[src/rtl/midi_btn_encoder.sv]
// Button-press to MIDI note-on/note-off encoder: arbitrates pending presses and streams 3-byte messages.
// Define MIDI_RUNNING_STATUS_EN to omit the status byte when it matches the last one sent.
module midi_btn_encoder #(
  parameter int NUM_BTN   = 4,
  parameter int CHANNEL   = 0,
  parameter int BASE_NOTE = 60,
  parameter int VELOCITY  = 100
) (
  input  logic               clk,
  input  logic               rst,
  input  logic [NUM_BTN-1:0] btn_raised,
  output logic [7:0]         tx_data,
  output logic               tx_valid,
  input  logic               tx_ready,
  output logic               busy,
  output logic               overflow
);

  // state  | meaning
  // IDLE   | no message in flight; grants lowest pending button
  // STATUS | presenting 0x90|CHANNEL
  // NOTE   | presenting note number of latched button
  // VEL    | presenting velocity (note-on) or 0x00 (note-off)
  typedef enum logic [1:0] {IDLE, STATUS, NOTE, VEL} state_t;

  localparam logic [7:0] STATUS_BYTE = 8'h90 | 8'(CHANNEL);

  state_t             state, state_nxt;
  logic [NUM_BTN-1:0] pending, note_on, grant;
  logic [2:0]         idx, idx_sel;
  logic               any_pend, vel_on;
  logic [7:0]         note_byte;

`ifdef MIDI_RUNNING_STATUS_EN
  logic [7:0] last_status;
`endif

  always_comb begin
    idx_sel  = '0;
    any_pend = 1'b0;
    for (int i = NUM_BTN - 1; i >= 0; i--) begin
      if (pending[i]) begin
        idx_sel  = 3'(i);
        any_pend = 1'b1;
      end
    end
  end

  always_comb begin
    grant  = '0;
    vel_on = 1'b0;
    for (int i = 0; i < NUM_BTN; i++) begin
      grant[i] = (state == IDLE) && any_pend && (idx_sel == 3'(i));
      if (idx == 3'(i)) vel_on = note_on[i];
    end
  end

  assign note_byte = (8'(BASE_NOTE) + {5'b0, idx}) & 8'h7F;

  always_comb begin
    state_nxt = state;
    tx_valid  = 1'b0;
    tx_data   = 8'h00;
    case (state)
      IDLE: begin
        if (any_pend) begin
`ifdef MIDI_RUNNING_STATUS_EN
          state_nxt = (last_status == STATUS_BYTE) ? NOTE : STATUS;
`else
          state_nxt = STATUS;
`endif
        end
      end
      STATUS: begin
        tx_valid = 1'b1;
        tx_data  = STATUS_BYTE;
        if (tx_ready) state_nxt = NOTE;
      end
      NOTE: begin
        tx_valid = 1'b1;
        tx_data  = note_byte;
        if (tx_ready) state_nxt = VEL;
      end
      VEL: begin
        tx_valid = 1'b1;
        tx_data  = vel_on ? 8'(VELOCITY) : 8'h00;
        if (tx_ready) state_nxt = IDLE;
      end
      default: state_nxt = IDLE;
    endcase
  end

  assign busy = (state != IDLE) || (|pending);

  // A press colliding with its own grant stays pending; only an ungranted repeat is dropped.
  always_ff @(posedge clk or negedge rst) begin
    if (!rst) begin
      state    <= IDLE;
      pending  <= '0;
      note_on  <= '0;
      idx      <= '0;
      overflow <= 1'b0;
    end else begin
      state    <= state_nxt;
      pending  <= (pending & ~grant) | btn_raised;
      note_on  <= note_on ^ grant;
      overflow <= |(btn_raised & pending & ~grant);
      if ((state == IDLE) && any_pend) idx <= idx_sel;
    end
  end

`ifdef MIDI_RUNNING_STATUS_EN
  always_ff @(posedge clk or negedge rst) begin
    if (!rst) begin
      last_status <= 8'h00;
    end else if ((state == STATUS) && tx_ready) begin
      last_status <= STATUS_BYTE;
    end
  end
`endif

endmodule
[config.mk]
export PLATFORM = sky130hd
export DESIGN_NAME = midi_btn_encoder
export DESIGN_NICKNAME = d
export VERILOG_FILES = /design/src/rtl/midi_btn_encoder.sv
export SDC_FILE = /design/constraint.sdc
export NUM_CORES = 1
export LEC_CHECK = 0
export CAP_MARGIN = 5
export CORE_UTILIZATION = 24
export DETAILED_ROUTE_END_ITERATION = 10
export GPL_TIMING_DRIVEN = 1
export PLACE_DENSITY = 0.51
export SYNTH_ARGS = -nofsm -noshare
export SYNTH_HDL_FRONTEND = slang
export SYNTH_SLANG_ARGS = --single-unit
export TNS_END_PERCENT = 100
[constraint.sdc]
create_clock -name clk -period 4.2 [get_ports clk]
set_input_delay 0.42 -clock clk [delete_from_list [all_inputs] [get_ports clk]]
set_output_delay 0.42 -clock clk [all_outputs]
set_load 0.1 [all_outputs]
==> results of run 1 <==
-- critical path: cells and delay by family (launching register included) --
| kind | cells | cell delay (ns) |
|---|---|---|
| flops | 1 | 0.44 |
| simple gates | 2 | 0.74 |
| fa+ha+maj | 1 | 0.27 |
| buf+inv | 2 | 1.14 |
-- kinds of logic (layout without fill, tap and decap cells) --
| logic type | Yosys count | in the layout | share of synthesized area [%] |
|---|---|---|---|
| muxes | 3 | 3 | 6.11 |
| DFF | 13 | 13 | 41.8 |
| adders and majority gates | 7 | 7 | 11.3 |
| AOI/OAI and AO/OA | 14 | 14 | 15.6 |
| buffers and inverters | 11 | 28 | 8.20 |
| xor gates and xnor gates | 4 | 4 | 4.50 |
| and+or+nand+nor | 17 | 17 | 12.5 |
-- stage by stage --
step	worst slack, ns	cell area, sq um	utilization (%)	instances	hold slack, ns
floorplan	0.552	778	-	69	0.124
global placement	1.26	966	31.6	126	0.460
detailed placement	1.18	966	31.6	126	0.461
CTS	0.875	992	32.5	130	0.472
global route	0.725	992	32.5	130	0.489
finish	0.911	992	32.5	130	0.465
-- sequential cells by signal (all words and copies together), names as in the netlist --
name      cells
note_on       4
idx           2
pending       4
overflow      1
state         2
-- worst min-delay path by stage --
stage | slack (ns) | from | endpoint | cells past startpoint
after floorplan | 0.12 | rst | idx[0] | 0
after global placement | 0.46 | note_on[0] | note_on[0] | 1
after detailed placement | 0.46 | note_on[1] | note_on[1] | 1
after CTS | 0.47 | note_on[1] | note_on[1] | 1
after global routing | 0.49 | note_on[1] | note_on[1] | 1
final | 0.46 | note_on[1] | note_on[1] | 1
-- layer usage --
metal / vias to the layer above / wire (um) / track usage (%)
li1: 267 / - / -
met3: 2 / 87 / 3.96
met1: 258 / 695 / 12.3
met5: - / 0 / 0
met4: 0 / 10 / 4.08
met2: 19 / 616 / 14.3
-- cell usage in the layout, fill, tap and decap left out --
master	n
ha_1	7
nor3_1	1
a22o_2	1
or3_2	1
clkdlybuf4s50_1	17
a21o_2	3
xnor2_1	1
mux2_4	1
nand2b_1	1
and3_1	3
o32ai_4	1
or2_1	1
nand3_1	1
clkbuf_1	1
o31ai_1	1
a32oi_1	1
o21ai_0	3
o21a_1	1
inv_1	7
mux4_2	1
nor3b_1	1
dfrtp_1	13
clkbuf_4	3
o221ai_1	1
nand2_1	3
xor2_1	3
mux2i_1	1
nor4b_2	1
a21oi_1	2
nor2_1	4
-- final cells by class --
cell class	count	share of cell area [%]
Timing Repair Buffer	17	17.2
Tap cell	44	5.55
Clock buffer	4	2.65
Inverter	7	2.65
Sequential cell	13	32.8
Multi-Input combinational cell	45	39.2
==> results.md, run 1 <==
* Status: finished, final reports clean
* Setup CP Type: reg -> out
* Post-synthesis cell area at 778 sq um
* CP endpoint: busy
* Sequential-to-total area share from yosys stat at 41.8%
* First-pass GRT wire length at 2.42 mm
* Final-stage net count at 101
* Fin. Hold Viols at 0
* Antenna violations before repair at 0
* CTS Buf Count at 3
* Ports at 18
* Largest net degree at the start of global routing at 14
* RSZ-0062 raised after global routing: no
* ANT nets after route at 0
* Reg2Reg Setup Slack at 2.26 ns
* Reg-to-Reg Start: state[0]
* Critical path peak fanout at 8
* Final period util at 78.3%
* Post-cts resize count at 0
* Top_reg_cell synth: dfrtp_1
* Crit. End Element: primary output
* # port buffers at 17
* Setup TNS at 0 ns
* Seq cells post-synth at 13
* Top cell type's share of synthesized area at 41.8%
* EDFF count, synth at 0
* Reg2reg end: state[1]
* Area of the multi-input gates at 389 sq um
* Core area at 3050 sq um
* Drt total wl at 1.41 mm
* Vias in the first global route at 492
* Mapped Nets at 83
* Synth cell types at 29
* # diodes at 0
* MaxCap Viol Count at 0
* Tmin final at 3.29 ns
* CTS root buf: clkbuf_4
* YS warnings at 0
* CP Launch Type: flop
* Site Rows at 20
* Longest Clk Path Bufs at 2
* Post-route DRC at 0
* FF/Latch Area at 325 sq um
* Final setup viols at 0
* Synth top area cells: dfrtp_1, ha_1, o32ai_4, inv_1, a21o_2
* Gate Count Post-Synth at 69
* DR vias/cell at 4.20
* Reg2reg path depth at 5
* Fraction of layout cells with a size suffix above 1 at 14.0%
* Initial core utilization at 25.5%
* CTS tree: built
* CTS sink cnt at 13
* FFs w/ async S/R, synth at 100%
* Synth top cells by count: dfrtp_1, ha_1, inv_1, nor2_1
* Grt ovf at 0
* Arrival time worst endpoint at 2.87 ns
* Critical path cell sequence: inv_1 -> ha_1 -> nand2b_1 -> or3_2 -> clkdlybuf4s50_1
* Max Fclk at 304 MHz
* Worst path slowest cell: clkdlybuf4s50_1
* Most frequent cell after synthesis: dfrtp_1
* Cts-stage hold buffer count at 0
* Drt pass-1 iters at 4
* Worst Setup SP: state[0]
* Hold Path Class: reg -> reg
* Post CTS Setup Buffer Count at 0
* Area grow syn2layout at 27.5%
* RD Place Congestion at 0.719
* Final-layout fill cell count at 332
* Clock-pin slew on the worst setup and hold paths at 0.08 ns
* Syn Area/Cell at 11.3 sq um
* Largest stage delay on the critical path at 0.97 ns
* Worst path required time at 3.78 ns
* Initial DRC count at 6
* Slew margin rel. at 35.3%
* Dpl hpwl at 1.12 mm
* Worst clock skew at 0.00347 ns
* Die Span Y at 58.9 um
* Die width at 58.9 um
* Cell taking the most area after synthesis: dfrtp_1
* Worst skew pair latency at 0.28 ns
* Max-slew violations at 0
* CTS H-tree lvls at 1
* Routed length per instance at 10.8 um
* GR Util All Layers at 9.64%
* Die footprint at 3470 sq um
* Worst Tran Pin Value at 0.968 ns
* Via count at 546
Power of run 1 is left out: the tool's default activity adds up to more than one toggle a clock period on the data nets, which glitch-free logic cannot reach.
==> run 2: changes to the inputs <==
Settings changed: PLACE_DENSITY 0.51 to 0.53.
Clock period 4.2 ns to 2.9 ns, I/O delays scaled along.
==> run 2 against run 1 <==
  * Register-to-register slack got worse by 1.3 ns
  * First-iteration DRC count did not move
  * Count of clock-buffer cells in the layout fell by 1
  * Critical path type unchanged
  * Critical endpoint unchanged
==> results.md, run 2 (synthesis results as in run 1) <==
* Max-slew violations at 0
* Arrival time worst endpoint at 2.16 ns
* Final Non-Filler Cells at 130
* Post CTS Setup Buffer Count at 0
* Final-layout fill cell count at 330
* # port buffers at 17
* Setup TNS at 0 ns
* Area of the multi-input gates at 389 sq um
* Ports at 18
* Via count at 520
* Longest Clk Path Bufs at 2
* CTS Buf Count at 3
* Fin. Hold Viols at 0
* Dpl hpwl at 1.14 mm
* RD Place Congestion at 0.716
* Vias in the first global route at 548
* Post-cts resize count at 0
* Site Rows at 20
* Area grow syn2layout at 24.1%
* Worst Tran Pin Value at 0.589 ns
* CP Launch Type: flop
* Inst Count DP at 126
* Hold Path Class: in -> async
* PnR worst setup slack at 0.452 ns
* Final-stage net count at 101
* Status: finished, final reports clean
* CTS root buf: clkbuf_4
* Pre-CTS setup slack at 0.749 ns
* CTS tree: built
* Die footprint at 3470 sq um
* Worst hold margin at 0.376 ns
* Max Fclk at 408 MHz
* First-pass GRT wire length at 2.47 mm
* Setup CP Type: reg -> out
* CTS H-tree lvls at 1
* Worst skew pair latency at 0.28 ns
* CTS sink cnt at 13
* Drt total wl at 1.44 mm
* Slew margin rel. at 60.6%
* Clock-pin slew on the worst setup and hold paths at 0.09 ns
* Critical path peak fanout at 8
* Final setup viols at 0
* Cts-stage hold buffer count at 0
* Drt pass-1 iters at 4
* Biggest registers after layout: note_on (4), pending (4)
* DR vias/cell at 4.00
* Largest net degree at the start of global routing at 14
* Fraction of layout cells with a size suffix above 1 at 27.9%
* Routed length per instance at 11.1 um
* Grt ovf at 0
* Most frequent cells in the layout: dfrtp_1, buf_4, inv_1, ha_1, clkdlybuf4s50_1
* Tmin final at 2.45 ns
* Die Span Y at 58.9 um
* Antenna violations before repair at 0
* Most common cell after layout, fill and taps aside: dfrtp_1
* Core area at 3050 sq um
* RSZ-0062 raised after global routing: no
* Initial DRC count at 6
* # diodes at 0
* Post-route DRC at 0
* MaxCap Viol Count at 0
* GR Util All Layers at 9.78%
* ANT nets after route at 0
* Die width at 58.9 um
* FF/Latch Area at 325 sq um
* Initial core utilization at 25.5%
* Worst clock skew at 0.00688 ns
* Crit. End Element: primary output
* Final period util at 84.4%
* Worst path required time at 2.61 ns
## run 2: changes by cell type in the layout (fill, tap and decap cells not counted)
cell | previous run | this run
buf_4 | 0 | 11
o21ai_0 | 3 | 2
clkbuf_1 | 1 | 0
o21ai_1 | 0 | 1
clkinv_2 | 0 | 1
clkdlybuf4s50_1 | 17 | 6
## run 2: cell type report
type,instances,area share [%]
Sequential cell,13,33.7
Timing Repair Buffer,17,14.8
Tap cell,44,5.70
Inverter,7,2.72
Multi-Input combinational cell,45,40.3
Clock buffer,3,2.33
Clock inverter,1,0.518
## run 2: routing by layer
| metal | vias up | global-route usage, % | share of wire, % |
|---|---|---|---|
| li1 | 266 | - | - |
| met3 | 4 | 2.64 | 5.1 |
| met1 | 236 | 13.2 | 51 |
| met5 | - | 0 | 0 |
| met4 | 0 | 6.12 | 2.2 |
| met2 | 14 | 13.8 | 41 |
## run 2: worst paths after layout
check                           slack (ns)    endpoint        from  depth (start not counted)
max in group asynchronous             2.13    state[0]         rst                          1
worst max register to register        0.97    state[1]    state[0]                          5
min in group clk                      0.47  note_on[0]  note_on[0]                          1
worst min-delay path                  0.38    overflow         rst                          1
worst min register to register        0.47  note_on[0]  note_on[0]                          1
worst max-delay path                  0.45        busy    state[0]                          5
## run 2: critical path, cell delays in order, from the launching register on
cell	delay [ns]
dfrtp_1	0.44
inv_1	0.16
ha_1	0.28
nand2b_1	0.24
or3_2	0.52
buf_4	0.25
## run 2: stage by stage
step | area, sq um | util, %
finish | 966 | 31.6
global route | 966 | 31.6
CTS | 966 | 31.6
detailed placement | 938 | 30.7
global placement | 938 | 30.7
floorplan | 778 | -
Power of run 2 is left out for the same reason.
